## config.mk

```make
export PLATFORM = sky130hd
export DESIGN_NAME = xf100_exu_decode_pipe_flat
export DESIGN_NICKNAME = d
export VERILOG_FILES = /design/src/rtl/xf100_exu_decode_pipe_if.sv /design/src/rtl/xf100_exu_decode_pipe.sv /design/src/flat_wrapper.sv
export SDC_FILE = /design/constraint.sdc
export NUM_CORES = 1
export LEC_CHECK = 0
export ABC_AREA = 1
export BUFFER_PORTS_ARGS = -buffer_cell sky130_fd_sc_hd__clkbuf_2
export CAP_MARGIN = 20
export CORE_MARGIN = 2
export CORE_UTILIZATION = 45
export DETAILED_ROUTE_END_ITERATION = 7
export PLACE_DENSITY_LB_ADDON = 0.3
export SLEW_MARGIN = 20
export SYNTH_ARGS = -nofsm -noshare
export SYNTH_HDL_FRONTEND = slang
export SYNTH_SLANG_ARGS = --single-unit
```

## constraint.sdc

```tcl
create_clock -name clk -period 1.7 [get_ports clk]
set_input_delay 0.085 -clock clk [delete_from_list [all_inputs] [get_ports clk]]
set_output_delay 0.085 -clock clk [all_outputs]
set_load 0.02 [all_outputs]
```

## src/rtl/xf100_exu_decode_pipe_if.sv

```systemverilog
// Handshake and decoded-payload bundle between fetch, the decode stage and execute.
// master: the decode stage itself; slave: the upstream/downstream environment.
interface xf100_exu_decode_pipe_if #(
    parameter int unsigned XLEN        = 32,
    parameter int unsigned RFIDX_WIDTH = 5,
    parameter int unsigned CNT_WIDTH   = 16
);
    logic                   dec_i_valid;
    logic                   dec_o_ready;
    logic [31:0]            dec_i_instr;
    logic                   dec_i_flush;
    logic                   dec_o_valid;
    logic                   dec_i_ready;
    logic [9:0]             dec_o_alu_info;
    logic                   dec_o_imm_en;
    logic [XLEN-1:0]        dec_o_imm;
    logic                   dec_o_rs1_en;
    logic                   dec_o_rs2_en;
    logic                   dec_o_rd_en;
    logic [RFIDX_WIDTH-1:0] dec_o_rs1_idx;
    logic [RFIDX_WIDTH-1:0] dec_o_rs2_idx;
    logic [RFIDX_WIDTH-1:0] dec_o_rd_idx;
    logic                   dec_o_illegal;
    logic [CNT_WIDTH-1:0]   dec_o_cnt;

    modport master (
        input  dec_i_valid, dec_i_instr, dec_i_flush, dec_i_ready,
        output dec_o_ready, dec_o_valid, dec_o_alu_info, dec_o_imm_en, dec_o_imm,
        output dec_o_rs1_en, dec_o_rs2_en, dec_o_rd_en,
        output dec_o_rs1_idx, dec_o_rs2_idx, dec_o_rd_idx, dec_o_illegal, dec_o_cnt
    );

    modport slave (
        output dec_i_valid, dec_i_instr, dec_i_flush, dec_i_ready,
        input  dec_o_ready, dec_o_valid, dec_o_alu_info, dec_o_imm_en, dec_o_imm,
        input  dec_o_rs1_en, dec_o_rs2_en, dec_o_rd_en,
        input  dec_o_rs1_idx, dec_o_rs2_idx, dec_o_rd_idx, dec_o_illegal, dec_o_cnt
    );
endinterface

```

## src/rtl/xf100_exu_decode_pipe.sv

```systemverilog
// RV32 integer ALU decode stage: decodes R-type and OP-IMM encodings into a one-hot
// ALU select plus operand info, held in a single valid/ready pipeline register.
module xf100_exu_decode_pipe #(
    parameter int unsigned XLEN        = 32,
    parameter int unsigned RFIDX_WIDTH = 5,
    parameter int unsigned CNT_WIDTH   = 16
) (
    input  logic                  clk,
    input  logic                  rst_n,
    xf100_exu_decode_pipe_if.master dec
);

    localparam int unsigned ALU_W    = 10;
    localparam int unsigned ALU_ADD  = 0;
    localparam int unsigned ALU_SUB  = 1;
    localparam int unsigned ALU_SLL  = 2;
    localparam int unsigned ALU_SLT  = 3;
    localparam int unsigned ALU_SLTU = 4;
    localparam int unsigned ALU_XOR  = 5;
    localparam int unsigned ALU_SRL  = 6;
    localparam int unsigned ALU_SRA  = 7;
    localparam int unsigned ALU_OR   = 8;
    localparam int unsigned ALU_AND  = 9;

    localparam logic [6:0] OP_R     = 7'b0110011;
    localparam logic [6:0] OP_I     = 7'b0010011;
    localparam logic [6:0] F7_BASE  = 7'b0000000;
    localparam logic [6:0] F7_ALT   = 7'b0100000;

    typedef struct packed {
        logic [ALU_W-1:0]       alu_info;
        logic                   imm_en;
        logic [XLEN-1:0]        imm;
        logic                   rs1_en;
        logic                   rs2_en;
        logic                   rd_en;
        logic [RFIDX_WIDTH-1:0] rs1_idx;
        logic [RFIDX_WIDTH-1:0] rs2_idx;
        logic [RFIDX_WIDTH-1:0] rd_idx;
        logic                   illegal;
    } payload_t;

    logic [6:0] opcode;
    logic [2:0] funct3;
    logic [6:0] funct7;
    logic [4:0] rd_f;
    logic [4:0] rs1_f;
    logic [4:0] rs2_f;

    assign opcode = dec.dec_i_instr[6:0];
    assign rd_f   = dec.dec_i_instr[11:7];
    assign funct3 = dec.dec_i_instr[14:12];
    assign rs1_f  = dec.dec_i_instr[19:15];
    assign rs2_f  = dec.dec_i_instr[24:20];
    assign funct7 = dec.dec_i_instr[31:25];

    logic [ALU_W-1:0] alu_c;
    logic [XLEN-1:0]  imm_c;
    logic             legal_c;
    logic             rtype_c;
    logic [XLEN-1:0]  imm_sext;
    logic [XLEN-1:0]  imm_shamt;
    payload_t         nxt_c;

    assign imm_sext  = {{(XLEN-12){dec.dec_i_instr[31]}}, dec.dec_i_instr[31:20]};
    assign imm_shamt = XLEN'(dec.dec_i_instr[24:20]);

    // Instruction decode; anything not explicitly recognised stays illegal.
    always_comb begin
        alu_c   = '0;
        imm_c   = '0;
        legal_c = 1'b0;
        rtype_c = 1'b0;
        case (opcode)
            OP_R: begin
                rtype_c = 1'b1;
                if (funct7 == F7_BASE) begin
                    legal_c = 1'b1;
                    case (funct3)
                        3'b000:  alu_c[ALU_ADD]  = 1'b1;
                        3'b001:  alu_c[ALU_SLL]  = 1'b1;
                        3'b010:  alu_c[ALU_SLT]  = 1'b1;
                        3'b011:  alu_c[ALU_SLTU] = 1'b1;
                        3'b100:  alu_c[ALU_XOR]  = 1'b1;
                        3'b101:  alu_c[ALU_SRL]  = 1'b1;
                        3'b110:  alu_c[ALU_OR]   = 1'b1;
                        default: alu_c[ALU_AND]  = 1'b1;
                    endcase
                end else if (funct7 == F7_ALT) begin
                    if (funct3 == 3'b000) begin
                        legal_c         = 1'b1;
                        alu_c[ALU_SUB]  = 1'b1;
                    end else if (funct3 == 3'b101) begin
                        legal_c         = 1'b1;
                        alu_c[ALU_SRA]  = 1'b1;
                    end
                end
            end
            OP_I: begin
                imm_c = imm_sext;
                case (funct3)
                    3'b000: begin legal_c = 1'b1; alu_c[ALU_ADD]  = 1'b1; end
                    3'b010: begin legal_c = 1'b1; alu_c[ALU_SLT]  = 1'b1; end
                    3'b011: begin legal_c = 1'b1; alu_c[ALU_SLTU] = 1'b1; end
                    3'b100: begin legal_c = 1'b1; alu_c[ALU_XOR]  = 1'b1; end
                    3'b110: begin legal_c = 1'b1; alu_c[ALU_OR]   = 1'b1; end
                    3'b111: begin legal_c = 1'b1; alu_c[ALU_AND]  = 1'b1; end
                    3'b001: begin
                        imm_c = imm_shamt;
                        if (funct7 == F7_BASE) begin
                            legal_c        = 1'b1;
                            alu_c[ALU_SLL] = 1'b1;
                        end
                    end
                    default: begin
                        imm_c = imm_shamt;
                        if (funct7 == F7_BASE) begin
                            legal_c        = 1'b1;
                            alu_c[ALU_SRL] = 1'b1;
                        end else if (funct7 == F7_ALT) begin
                            legal_c        = 1'b1;
                            alu_c[ALU_SRA] = 1'b1;
                        end
                    end
                endcase
            end
            default: ;
        endcase
        if (!legal_c) begin
            alu_c = '0;
            imm_c = '0;
        end
    end

    // Next payload; R-type never uses the immediate path.
    always_comb begin
        nxt_c          = '0;
        nxt_c.alu_info = alu_c;
        nxt_c.imm_en   = legal_c & ~rtype_c;
        nxt_c.imm      = rtype_c ? '0 : imm_c;
        nxt_c.rs1_en   = legal_c & (rs1_f != 5'd0);
        nxt_c.rs2_en   = legal_c & rtype_c & (rs2_f != 5'd0);
        nxt_c.rd_en    = legal_c & (rd_f != 5'd0);
        nxt_c.rs1_idx  = RFIDX_WIDTH'(rs1_f);
        nxt_c.rs2_idx  = RFIDX_WIDTH'(rs2_f);
        nxt_c.rd_idx   = RFIDX_WIDTH'(rd_f);
        nxt_c.illegal  = ~legal_c;
    end

    logic                 valid_q;
    payload_t             pl_q;
    logic [CNT_WIDTH-1:0] cnt_q;
    logic                 ready_c;
    logic                 accept_c;

    assign ready_c  = (~valid_q | dec.dec_i_ready) & rst_n;
    assign accept_c = dec.dec_i_valid & ready_c & ~dec.dec_i_flush;

    // Pipeline register: flush beats accept, accept beats handoff drain.
    always_ff @(posedge clk) begin
        if (!rst_n) begin
            valid_q <= 1'b0;
            pl_q    <= '0;
            cnt_q   <= '0;
        end else begin
            if (dec.dec_i_flush) begin
                valid_q <= 1'b0;
            end else if (accept_c) begin
                valid_q <= 1'b1;
                pl_q    <= nxt_c;
            end else if (valid_q && dec.dec_i_ready) begin
                valid_q <= 1'b0;
            end
            if (accept_c && legal_c && (cnt_q != {CNT_WIDTH{1'b1}})) begin
                cnt_q <= cnt_q + CNT_WIDTH'(1);
            end
        end
    end

    assign dec.dec_o_ready    = ready_c;
    assign dec.dec_o_valid    = valid_q;
    assign dec.dec_o_alu_info = pl_q.alu_info;
    assign dec.dec_o_imm_en   = pl_q.imm_en;
    assign dec.dec_o_imm      = pl_q.imm;
    assign dec.dec_o_rs1_en   = pl_q.rs1_en;
    assign dec.dec_o_rs2_en   = pl_q.rs2_en;
    assign dec.dec_o_rd_en    = pl_q.rd_en;
    assign dec.dec_o_rs1_idx  = pl_q.rs1_idx;
    assign dec.dec_o_rs2_idx  = pl_q.rs2_idx;
    assign dec.dec_o_rd_idx   = pl_q.rd_idx;
    assign dec.dec_o_illegal  = pl_q.illegal;
    assign dec.dec_o_cnt      = cnt_q;

endmodule

```

## src/flat_wrapper.sv

```systemverilog
// flat-port wrapper written by rule: the top's interface ports become plain ports
module xf100_exu_decode_pipe_flat 
#(
    parameter int unsigned XLEN        = 32,
    parameter int unsigned RFIDX_WIDTH = 5,
    parameter int unsigned CNT_WIDTH   = 16
)
  (clk, rst_n, dec_dec_i_valid, dec_dec_i_instr, dec_dec_i_flush, dec_dec_i_ready, dec_dec_o_ready, dec_dec_o_valid, dec_dec_o_alu_info, dec_dec_o_imm_en, dec_dec_o_imm, dec_dec_o_rs1_en, dec_dec_o_rs2_en, dec_dec_o_rd_en, dec_dec_o_rs1_idx, dec_dec_o_rs2_idx, dec_dec_o_rd_idx, dec_dec_o_illegal, dec_dec_o_cnt);
  xf100_exu_decode_pipe_if #(.XLEN(XLEN), .RFIDX_WIDTH(RFIDX_WIDTH), .CNT_WIDTH(CNT_WIDTH)) dec_i ();
  input  logic clk;
  input  logic rst_n;
  input wire logic [$bits(dec_i.dec_i_valid)-1:0] dec_dec_i_valid;
  input wire logic [$bits(dec_i.dec_i_instr)-1:0] dec_dec_i_instr;
  input wire logic [$bits(dec_i.dec_i_flush)-1:0] dec_dec_i_flush;
  input wire logic [$bits(dec_i.dec_i_ready)-1:0] dec_dec_i_ready;
  output wire logic [$bits(dec_i.dec_o_ready)-1:0] dec_dec_o_ready;
  output wire logic [$bits(dec_i.dec_o_valid)-1:0] dec_dec_o_valid;
  output wire logic [$bits(dec_i.dec_o_alu_info)-1:0] dec_dec_o_alu_info;
  output wire logic [$bits(dec_i.dec_o_imm_en)-1:0] dec_dec_o_imm_en;
  output wire logic [$bits(dec_i.dec_o_imm)-1:0] dec_dec_o_imm;
  output wire logic [$bits(dec_i.dec_o_rs1_en)-1:0] dec_dec_o_rs1_en;
  output wire logic [$bits(dec_i.dec_o_rs2_en)-1:0] dec_dec_o_rs2_en;
  output wire logic [$bits(dec_i.dec_o_rd_en)-1:0] dec_dec_o_rd_en;
  output wire logic [$bits(dec_i.dec_o_rs1_idx)-1:0] dec_dec_o_rs1_idx;
  output wire logic [$bits(dec_i.dec_o_rs2_idx)-1:0] dec_dec_o_rs2_idx;
  output wire logic [$bits(dec_i.dec_o_rd_idx)-1:0] dec_dec_o_rd_idx;
  output wire logic [$bits(dec_i.dec_o_illegal)-1:0] dec_dec_o_illegal;
  output wire logic [$bits(dec_i.dec_o_cnt)-1:0] dec_dec_o_cnt;
  assign dec_i.dec_i_valid = dec_dec_i_valid;
  assign dec_i.dec_i_instr = dec_dec_i_instr;
  assign dec_i.dec_i_flush = dec_dec_i_flush;
  assign dec_i.dec_i_ready = dec_dec_i_ready;
  assign dec_dec_o_ready = dec_i.dec_o_ready;
  assign dec_dec_o_valid = dec_i.dec_o_valid;
  assign dec_dec_o_alu_info = dec_i.dec_o_alu_info;
  assign dec_dec_o_imm_en = dec_i.dec_o_imm_en;
  assign dec_dec_o_imm = dec_i.dec_o_imm;
  assign dec_dec_o_rs1_en = dec_i.dec_o_rs1_en;
  assign dec_dec_o_rs2_en = dec_i.dec_o_rs2_en;
  assign dec_dec_o_rd_en = dec_i.dec_o_rd_en;
  assign dec_dec_o_rs1_idx = dec_i.dec_o_rs1_idx;
  assign dec_dec_o_rs2_idx = dec_i.dec_o_rs2_idx;
  assign dec_dec_o_rd_idx = dec_i.dec_o_rd_idx;
  assign dec_dec_o_illegal = dec_i.dec_o_illegal;
  assign dec_dec_o_cnt = dec_i.dec_o_cnt;
  xf100_exu_decode_pipe #(.XLEN(XLEN), .RFIDX_WIDTH(RFIDX_WIDTH), .CNT_WIDTH(CNT_WIDTH)) u_core (.clk(clk), .rst_n(rst_n), .dec(dec_i));
endmodule
```

==> key figures, run 1 <==
Floorplan
  – Die width: 85.4 µm
  – Placement row count: 29
  – Die Height: 85.4 µm
  – Die Area: 7300 µm²
  – Core area: 6390 µm²
  – Num ports: 117
  – Starting Density: 0.467

Clock network
  – CTS H-tree depth: 3
  – Num CTS Buffers: 9
  – Worst skew pair latency: 330 ps
  – Root Driver: clkbuf_8
  – Clock-pin slew on the worst setup and hold paths: 70 ps
  – CTS tree: yes
  – Clk sinks: 59
  – Clock buffer depth: 2
  – Post-CTS Setup Bufs: 0

Timing
  – Fin Clk Skew: 9.00 ps
  – F_max: 638 MHz
  – Final slew viol count: 0
  – Final setup viols: 0
  – Final Hold Slack: 20.2 ps
  – Slew of the pin with the lowest slew margin: 546 ps
  – PnR worst setup slack: 132 ps
  – RSZ-0062 raised after global routing: no
  – Worst slew margin: 0.636
  – Period Utilization, post-route: 0.922
  – Fin. Hold Viols: 0
  – Tmin final: 1570 ps
  – Setup TNS Final: 0 ps

Pwr
  – Sequential power share: 0.435
  – Net Sw Frac: 0.228
  – Internal power: 2.51 mW
  – Combinational power share: 0.080
  – Leakage: 1.82 nW
  – Max VDD drop: 609 µV
  – P_sw: 0.741 mW
  – Clock Power Share: 0.485
  – Power per Cell Area: 818 nW/µm²

Finish
  – Commonest non-fill, non-tap cells in the layout: clkbuf_2 (116), nand2_1 (85), dfxtp_1 (57), nor2_1 (56), a21oi_1 (48)
  – # fillers: 591
  – Share of cells above drive strength 1: 0.322
  – Most common cell after layout, fill and taps aside: clkbuf_2
  – Fin nets: 574
  – Final core occ: 0.623
  – P&R area growth vs syn: 33.4%
  – Non-Filler Instances: 618
  – Ant diodes: 0

Drt
  – Initial DRC count: 189
  – Met3 WL: 465 µm
  – Max layer used: met4
  – Vias per cell: 5.14
  – Routed wire length: 8200 µm
  – WL per Instance: 13.3 µm
  – DR DRC count: 0
  – Total number of vias: 3,178
  – Drt pass-1 iters: 5
  – Routed wl met2: 3990 µm
  – Routed Antenna Nets: 0
  – Wl on met1: 3570 µm

Run status
  – Outcome: completed

Global route
  – Largest net degree at the start of global routing: 41
  – Number of global-route vias before repair: 2,906
  – First-pass GRT wire length: 13,100 µm
  – Initial antenna violation count: 0
  – Grt total ovfl: 0
  – GRT Overall Usage: 0.226

Yosys
  – Post-synthesis mux area share: 0
  – Yosys cell types: 29
  – Post-synth top area cell: dfxtp_1
  – Yosys reg bits: 59
  – Average cell area after synthesis: 7.24 µm²
  – Synth Area in Adders: 0.00419
  – Post-synthesis cell count: 412
  – Top cells by area, synth: dfxtp_1 (40%), nand2_1 (11%), a21oi_1 (8.1%)
  – Top cell type's share of synthesized area: 0.396
  – Post-synthesis compound-gate area fraction: 0.135
  – YS warnings: 0
  – Largest family of logic cells by synthesized area: simple AND/OR/NAND/NOR gates
  – Post-Synth Simple-Gate Area: 0.312
  – Synth Net Count: 450
  – Post-Synth XOR/XNOR Area: 0.0294
  – Sequential share of the synthesized area: 0.396
  – Synthesized area: 2980 µm²

Place
  – Worst slack, placed: 38.2 ps
  – HPWL after detailed placement: 5730 µm
  – Routability cong.: 0.902
  – Post-Place Cells: 588
  – PortBufs: 116

Worst setup path
  – Critical setup path kind: reg -> reg
  – Worst path arrival time: 1770 ps
  – FF-to-FF Start: u_core.dec.dec_o_cnt[0]
  – Delay-heaviest family, CP: simple AND/OR/NAND/NOR gates
  – Crit path launch: u_core.dec.dec_o_cnt[0]
  – Critical path peak fanout: 8
  – Register-to-Register Path Depth: 7
  – Slowest cell on crit path: dfxtp_2
  – CP Cell Sequence: ha_1 -> nand2_2 -> nor3_4 -> nand4_4 -> buf_4 -> nand4_1 -> a21oi_1
  – WP buf/inv: 1
  – Max stage delay on crit path: 350 ps
  – Levels on crit path: 7
  – Crit end category: flip-flop
  – Kind of launch point of the worst setup path: flip-flop
  – CP required: 1900 ps

Hold path
  – Hold path depth: 3
  – HP Start: dec_dec_i_instr[25]
  – Hold WC Path Type: in -> reg

Job
  – Maxcap violations: 0
==> power groups by stage <==
stage          Clock [mW]  Sequential [mW]  Combinational, mW
2_1_floorplan           0             1.47              0.106
3_3_place_gp            0             1.44              0.235
3_5_place_dp            0             1.44              0.237
4_1_cts              1.59             1.41              0.260
5_1_grt              1.67             1.42              0.287
6_report             1.58             1.41              0.261
==> cell usage after synthesis (all sizes together) <==
master   instances
o2111ai          6
or2              1
buf             27
dfxtp           59
clkbuf          12
nand2           90
nor4             1
xor2             9
nor3             7
ha               1
nand3           10
nand4           31
a21oi           49
inv             30
xnor2            1
o21ai           19
nor2            59
==> cells by family after synthesis <==
kind of cell	count (synthesis)
xor+xnor	10
simple gates	199
flops	59
buf+inv	69
fa+ha+maj	1
compound gates	74
==> stage by stage <==
step,power [mW],area [µm²]
global placement,1.68,3590
CTS,3.27,3950
floorplan,1.58,2990
finish,3.25,3980
global route,3.37,3980
detailed placement,1.68,3590
==> worst register-to-register path, delay by kind of cell (launching register included) <==
kind,cells,cell delay [ps]
buf+inv,1,220
flops,1,350
simple gates,4,610
fa+ha+maj,1,180
compound gates,1,80
==> cell type report <==
cell class / count / area (µm²) / area share
clock inverters: 5 / 100 / 0.0251
repair buffers: 150 / 878 / 0.221
multi-input cells: 286 / 1470 / 0.369
inverters: 30 / 113 / 0.0283
clock buffers: 11 / 141 / 0.0355
flip-flops and latches: 59 / 1180 / 0.297
well taps: 77 / 96.3 / 0.0242
==> routing by layer <==
| layer | vias up | track usage |
|---|---|---|
| met4 | 0 | 0.101 |
| li1 | 1612 | - |
| met1 | 1447 | 0.285 |
| met3 | 18 | 0.0623 |
| met5 | - | 0 |
| met2 | 101 | 0.361 |
==> timing repair <==
action / in CTS / in global routing
setup endpoints to repair: 0 / 16
resized for setup: 0 / 1
hold buffers: 12 / 0
hold endpoints to repair: 12 / 0
==> registers in the layout, summed over array words and instances (netlist names) <==
register	count
u_core.dec.dec_o_cnt	16
u_core.dec.dec_o_rs2_idx	5
u_core.dec.dec_o_rs1_idx	5
u_core.dec.dec_o_rd_idx	5
u_core.dec.dec_o_rs1_en	1
u_core.dec.dec_o_imm_en	1
u_core.dec.dec_o_valid	1
u_core.dec.dec_o_rd_en	1
u_core.dec.dec_o_imm	12
u_core.dec.dec_o_rs2_en	1
u_core.dec.dec_o_illegal	1
u_core.dec.dec_o_alu_info	10
==> worst paths after layout <==
kind | end | slack, ps
worst max register to register | u_core.dec.dec_o_cnt[6] | 130
worst min-delay path | u_core.dec.dec_o_imm[5] | 20
worst max-delay path | u_core.dec.dec_o_cnt[6] | 130
worst min register to register | u_core.dec.dec_o_imm[5] | 470
Note: power is estimated with default switching activity, not from simulation.
==> run 2: changes to the inputs <==
--- a/config.mk
+++ b/config.mk
@@ -5,9 +5,10 @@
 export SDC_FILE = /design/constraint.sdc
 export NUM_CORES = 1
 export LEC_CHECK = 0
-export ABC_AREA = 1
+export ABC_AREA = 0
 export BUFFER_PORTS_ARGS = -buffer_cell sky130_fd_sc_hd__clkbuf_2
 export CAP_MARGIN = 20
+export CORE_ASPECT_RATIO = 0.7
 export CORE_MARGIN = 2
 export CORE_UTILIZATION = 45
 export DETAILED_ROUTE_END_ITERATION = 7
==> key figures, run 2 <==
Run status
  – Outcome: complete, but fails checks
  – Failing checks: setup timing

Yosys
  – Post-synth top cells: dfxtp_1 (59), nand2_1 (45), a21oi_1 (30)
  – Post-synth top area cell: dfxtp_1
  – Synthesized area: 2640 µm² (-11%)
  – Synth Net Count: 345 (-23%)
  – Average cell area after synthesis: 8.61 µm² (+19%)
  – Yosys cell types: 42 (+45%)
  – YS warnings: 0 (unchanged)
  – Yosys reg bits: 59 (unchanged)
  – Sequential share of the synthesized area: 0.447 (+0.0510)
  – Post-synthesis cell count: 307 (-25%)
  – Most common cell in the synthesized netlist: dfxtp_1
  – Top cell type's share of synthesized area: 0.447 (+0.0510)
  – Top cells by area, synth: dfxtp_1 (45%), nand2_1 (6.4%), buf_4 (6.0%)
  – Fraction of registers with async set/reset: 0 (unchanged)
  – Main synth FF type: dfxtp_1
  – Post-synth EDFFs: 0 (unchanged)

Floorplan
  – Num ports: 117 (unchanged)
  – Core area: 5700 µm² (-11%)
  – Starting Density: 0.464 (-0.00329)
  – Die Area: 6510 µm² (-11%)
  – Die Height: 68.1 µm (-20%)
  – Placement row count: 23 (-21%)
  – Die width: 95.6 µm (+12%)

Worst setup path
  – Reg-to-reg endpoint: u_core.dec.dec_o_cnt[3]
  – Slowest cell on crit path: or4_1
  – Max stage delay on crit path: 490 ps (+140 ps)
  – CP required: 1980 ps (+80 ps)
  – Delay-heaviest family, CP: simple AND/OR/NAND/NOR gates
  – Worst reg-to-reg setup slack: -70 ps (-200 ps)
  – Worst path arrival time: 2050 ps (+280 ps)
  – Critical path peak fanout: 7 (-1)
  – Register-to-Register Path Depth: 6 (-1)
  – Crit end category: flip-flop
  – Kind of launch point of the worst setup path: flip-flop
  – FF-to-FF Start: u_core.dec.dec_o_cnt[0]
  – Crit path launch: u_core.dec.dec_o_cnt[0]
  – Levels on crit path: 6 (-1)
  – Critical setup path kind: reg -> reg
  – WP buf/inv: 0 (-1)
  – CP Cell Sequence: ha_4 -> nand4_1 -> nor2_2 -> a211o_4 -> or4_1 -> a21oi_1
  – Crit path to: u_core.dec.dec_o_cnt[3]

Finish
  – Most common cell after layout, fill and taps aside: clkbuf_2
  – Final core occ: 0.697 (+0.0737)
  – Share of cells above drive strength 1: 0.450 (+0.128)
  – # fillers: 462 (-22%)
  – Max reg flops: 16 (unchanged)
  – Area of the multi-input gates: 1330 µm² (-9.6%)
  – FF+latch area: 1190 µm² (+0.84%)
  – Fin nets: 502 (-13%)
  – P&R area growth vs syn: 50.2%
  – Commonest non-fill, non-tap cells in the layout: clkbuf_2 (116), dfxtp_1 (51), nand2_1 (44), buf_4 (42), a21oi_1 (27)
  – Non-Filler Instances: 544 (-12%)
  – Ant diodes: 0 (unchanged)

Drt
  – DR DRC count: 0 (unchanged)
  – Routed Antenna Nets: 0 (unchanged)
  – WL per Instance: 15.0 µm (+13%)
  – Total number of vias: 2,940 (-7.5%)
  – Routed wire length: 8150 µm (-0.57%)
  – Drt pass-1 iters: 4 (-1)
  – Initial DRC count: 178 (-5.8%)
  – Vias per cell: 5.40 (+5.1%)

Place
  – PortBufs: 116 (unchanged)
  – HPWL after detailed placement: 5480 µm (-4.3%)
  – Post-Place Cells: 505 (-14%)
  – Routability cong.: 0.842 (-6.7%)

Timing
  – Tmin final: 1770 ps (+199 ps)
  – Worst slew margin: 0.610 (-0.0257)
  – Fin Clk Skew: 7.34 ps (-1.65 ps)
  – Slew of the pin with the lowest slew margin: 584 ps (+38.5 ps)
  – Period Utilization, post-route: 1.04 (+0.117)
  – Fin. Hold Viols: 0 (unchanged)
  – Final setup viols: 11 (+11)
  – PnR worst setup slack: -66.5 ps (-199 ps)
  – Final slew viol count: 0 (unchanged)
  – RSZ-0062 raised after global routing: yes
  – F_max: 566 MHz (-11%)

Pwr
  – Pwr Total: 2.94 mW (-9.6%)
  – Power per Cell Area: 740 nW/µm² (-9.4%)
  – Leakage: 1.73 nW (-4.9%)
  – Max VDD drop: 426 µV (-30%)

Global route
  – Grt total ovfl: 0 (unchanged)
  – GRT Overall Usage: 0.247 (+0.0214)
  – Initial antenna violation count: 0 (unchanged)
  – First-pass GRT wire length: 12,200 µm (-6.8%)
  – Largest net degree at the start of global routing: 33 (-20%)
  – Number of global-route vias before repair: 2,686 (-7.6%)

Clock network
  – Clock-pin slew on the worst setup and hold paths: 70 ps (about the same)
  – Clock buffer depth: 2 (unchanged)
  – CTS H-tree depth: 3 (unchanged)
  – Clk sinks: 59 (unchanged)
  – Num CTS Buffers: 9 (unchanged)
  – Worst skew pair latency: 340 ps (about the same)
  – CTS tree: yes
  – Root Driver: clkbuf_8

Hold path
  – Hold WC Path Type: in -> reg

Job
  – Maxcap violations: 0 (unchanged)
[run 2: cells by family (layout without fill, tap and decap cells)]
family | after synthesis | in the layout | share of synthesized area
AO/OA/AOI/OAI | 85 | 86 | 0.216
flip-flops | 59 | 59 | 0.447
XOR/XNOR | 1 | 1 | 0.00331
AND/OR/NAND/NOR | 119 | 119 | 0.234
adder cells (fa/ha/maj) | 1 | 1 | 0.00473
buffers and inverters | 42 | 203 | 0.0946
[run 2: through the flow]
step / TNS, ps / area [µm²] / hold slack, ps / setup WS (ps)
2_1_floorplan: -605 / 2670 / 163 / -83.7
3_3_place_gp: -415 / 3450 / 271 / -61.4
3_5_place_dp: -789 / 3450 / 272 / -99.0
4_1_cts: -204 / 3900 / 1.38 / -68.1
5_1_grt: -823 / 3970 / 20.9 / -101
6_report: -356 / 3970 / 3.28 / -66.5
[run 2: repair_timing]
action | 4_1_cts | 5_1_grt
buffers inserted | 5 | 0
endpoints found under the hold margin | 24 | 0
setup endpoints to repair | 15 | 21
gates cloned | 1 | 0
hold buffers | 19 | 0
resized for setup | 3 | 23
pin swaps | 15 | 14
[run 2: layout make-up]
class | instances | area share
multi-input cells | 207 | 0.334
flip-flops and latches | 59 | 0.301
repair buffers | 181 | 0.288
clock buffers | 9 | 0.0312
well taps | 75 | 0.0236
clock inverters | 7 | 0.0173
inverters | 6 | 0.00567
[run 2: worst min-delay path by stage]
stage | from | endpoint | slack (ps) | depth (start not counted)
after detailed placement | dec_dec_i_flush | u_core.dec.dec_o_valid | 270 | 2
after floorplan | dec_dec_i_flush | u_core.dec.dec_o_valid | 160 | 1
final | dec_dec_i_instr[28] | u_core.dec.dec_o_imm[8] | 3 | 3
after global placement | dec_dec_i_flush | u_core.dec.dec_o_valid | 270 | 2
after global routing | dec_dec_i_instr[28] | u_core.dec.dec_o_imm[8] | 20 | 3
after CTS | dec_dec_i_instr[29] | u_core.dec.dec_o_imm[9] | 1 | 3
[run 2: tightest hold or removal path: cells and delay by family]
kind	cells	cell delay, ps
compound gates	1	60
buf+inv	1	90
simple gates	1	80
[run 2: metal layers]
metal	vias up	global-route usage	routed length, µm
met5	-	0	0
met4	0	0.0821	90
li1	1430	-	-
met3	15	0.0936	608
met1	1381	0.302	3610
met2	114	0.406	3840
[run 2: report_power, final]
| group | internal (mW) | total [mW] | switching (mW) |
|---|---|---|---|
| registers | 1.39 | 1.40 | 0.00803 |
| clock network | 0.670 | 1.26 | 0.595 |
| logic | 0.118 | 0.274 | 0.155 |
==> run 3: changes to the inputs <==
--- a/config.mk
+++ b/config.mk
@@ -6,12 +6,12 @@
 export NUM_CORES = 1
 export LEC_CHECK = 0
 export ABC_AREA = 0
-export BUFFER_PORTS_ARGS = -buffer_cell sky130_fd_sc_hd__clkbuf_2
 export CAP_MARGIN = 20
 export CORE_ASPECT_RATIO = 0.7
 export CORE_MARGIN = 2
 export CORE_UTILIZATION = 45
 export DETAILED_ROUTE_END_ITERATION = 7
+export DONT_BUFFER_PORTS = 1
 export PLACE_DENSITY_LB_ADDON = 0.3
 export SLEW_MARGIN = 20
 export SYNTH_ARGS = -nofsm -noshare
==> key figures, run 3 (same netlist as run 2, synthesis figures left out) <==
Global route
  – Number of global-route vias before repair: 2,422 (-9.8%)
  – GRT Overall Usage: 0.240 (-0.00779)
  – Grt total ovfl: 0 (unchanged)
  – Initial antenna violation count: 0 (unchanged)
  – First-pass GRT wire length: 11,900 µm (-2.6%)
  – Largest net degree at the start of global routing: 35 (+6.1%)

Pwr
  – Max VDD drop: 548 µV (+29%)
  – Leakage: 1.23 nW (-29%)
  – Pwr Total: 2.72 mW (-7.7%)
  – Power per Cell Area: 789 nW/µm² (+6.6%)

Floorplan
  – Placement row count: 23 (unchanged)
  – Core area: 5700 µm² (unchanged)
  – Starting Density: 0.464 (unchanged)
  – Die width: 95.6 µm (unchanged)
  – Num ports: 117 (unchanged)
  – Die Area: 6510 µm² (unchanged)
  – Die Height: 68.1 µm (unchanged)

Timing
  – Final Hold Slack: 21.1 ps (+17.8 ps)
  – F_max: 572 MHz (+1.0%)
  – Final setup viols: 4 (-7)
  – Final slew viol count: 0 (unchanged)
  – Period Utilization, post-route: 1.03 (-0.0103)
  – Fin. Hold Viols: 0 (unchanged)
  – RSZ-0062 raised after global routing: yes
  – Tmin final: 1750 ps (-17.6 ps)
  – Slew of the pin with the lowest slew margin: 470 ps (-115 ps)
  – Worst slew margin: 0.684 (+0.0738)
  – PnR worst setup slack: -49.0 ps (+17.6 ps)
  – Fin Clk Skew: 5.10 ps (-2.24 ps)

Run status
  – Outcome: complete, but fails checks
  – Failing checks: setup timing

Drt
  – DR DRC count: 0 (unchanged)
  – WL per Instance: 17.3 µm (+15%)
  – Initial DRC count: 96 (-46%)
  – Drt pass-1 iters: 4 (unchanged)
  – Vias per cell: 5.72 (+5.8%)
  – Routed Antenna Nets: 0 (unchanged)
  – Routed wire length: 7530 µm (-7.7%)
  – Total number of vias: 2,488 (-15%)

Worst setup path
  – Critical setup path kind: reg -> reg
  – CP required: 1960 ps (-20 ps)
  – Crit path launch: u_core.dec.dec_o_cnt[8]
  – Worst path arrival time: 2010 ps (-40 ps)
  – FF-to-FF Start: u_core.dec.dec_o_cnt[8]
  – Kind of launch point of the worst setup path: flip-flop
  – Critical path peak fanout: 5 (-2)
  – Crit end category: flip-flop

Finish
  – Ant diodes: 0 (unchanged)
  – P&R area growth vs syn: 30.1%
  – # fillers: 522 (+13%)
  – Most common cell after layout, fill and taps aside: dfxtp_1
  – Non-Filler Instances: 435 (-20%)
  – Cell area after layout: 3440 µm² (-13%)
  – FF+latch area: 1200 µm² (+0.32%)
  – Commonest non-fill, non-tap cells in the layout: dfxtp_1 (50), nand2_1 (44), buf_4 (36), dlygate4sd3_1 (30), a21oi_1 (28)
  – Share of cells above drive strength 1: 0.233 (-0.217)
  – Max reg flops: 16 (unchanged)
  – Area of the multi-input gates: 1300 µm² (-1.7%)
  – Fin nets: 394 (-22%)

Place
  – PortBufs: 0 (-100%)
  – Worst slack, placed: -116 ps (-17.1 ps)
  – HPWL after detailed placement: 5010 µm (-8.6%)
  – Placed cell area: 2880 µm² (-17%)
  – Post-Place Cells: 388 (-23%)
  – Routability cong.: 0.839 (-0.29%)

Clock network
  – Post-CTS Setup Bufs: 0 (-5)
  – Clock-pin slew on the worst setup and hold paths: 60 ps (about the same)
  – Clock buffer depth: 2 (unchanged)
  – CTS H-tree depth: 3 (unchanged)
  – CTS tree: yes
  – Root Driver: clkbuf_8
  – Num CTS Buffers: 9 (unchanged)
  – Worst skew pair latency: 330 ps (about the same)
  – Clk sinks: 59 (unchanged)

Hold path
  – Hold WC Path Type: in -> reg
  – HP Start: rst_n

Job
  – Maxcap violations: 0 (unchanged)
run 3: final timing paths:
| check | to | slack [ps] | cells after the start |
|---|---|---|---|
| hold / removal | u_core.dec.dec_o_alu_info[4] | 20 | 2 |
| hold reg to reg | u_core.dec.dec_o_cnt[2] | 510 | 2 |
| setup reg to reg | u_core.dec.dec_o_cnt[10] | -50 | 5 |
| setup / recovery | u_core.dec.dec_o_cnt[10] | -50 | 5 |
run 3: worst max-delay path, stage by stage (launching register included):
cell     delay [ps]
dfxtp_4         340
and4_4          190
and4_4          170
a211o_4         370
or4_1           470
a21oi_1         150
run 3: metrics by stage:
| step | TNS (ps) | utilization |
|---|---|---|
| 5_1_grt | -788 | 0.604 |
| 3_3_place_gp | -474 | 0.505 |
| 3_5_place_dp | -826 | 0.505 |
| 6_report | -101 | 0.604 |
| 4_1_cts | -53.1 | 0.592 |
| 2_1_floorplan | -605 | - |
run 3: routing by layer:
metal / global-route usage / wire length [µm] / vias up
met5: 0 / 0 / -
met4: 0.0643 / 50 / 0
met1: 0.309 / 3510 / 1184
li1: - / - / 1213
met2: 0.365 / 3340 / 85
met3: 0.110 / 630 / 6
run 3: power by group:
| group | leakage (nW) | internal, mW | switching (mW) | total (mW) |
|---|---|---|---|---|
| Combinational | 0.660 | 0.0928 | 0.106 | 0.199 |
| Sequential | 0.482 | 1.39 | 0.0263 | 1.42 |
| Clock | 0.0882 | 0.552 | 0.544 | 1.10 |
| Total | 1.23 | 2.04 | 0.677 | 2.72 |
run 3: cell type report:
cell class	count	area share
Multi-Input combinational cell	208	0.379
Sequential cell	59	0.348
Timing Repair Buffer	72	0.191
Clock buffer	10	0.0400
Tap cell	75	0.0273
Clock inverter	5	0.00837
Inverter	6	0.00655
run 3: timing repair:
action                                 in CTS  in global routing
pin swaps                                   9                  4
hold buffers                               29                  1
resized for setup                           4                 14
setup endpoints to repair                  11                 26
endpoints found under the hold margin      40                  1
cloned                                      2                  0
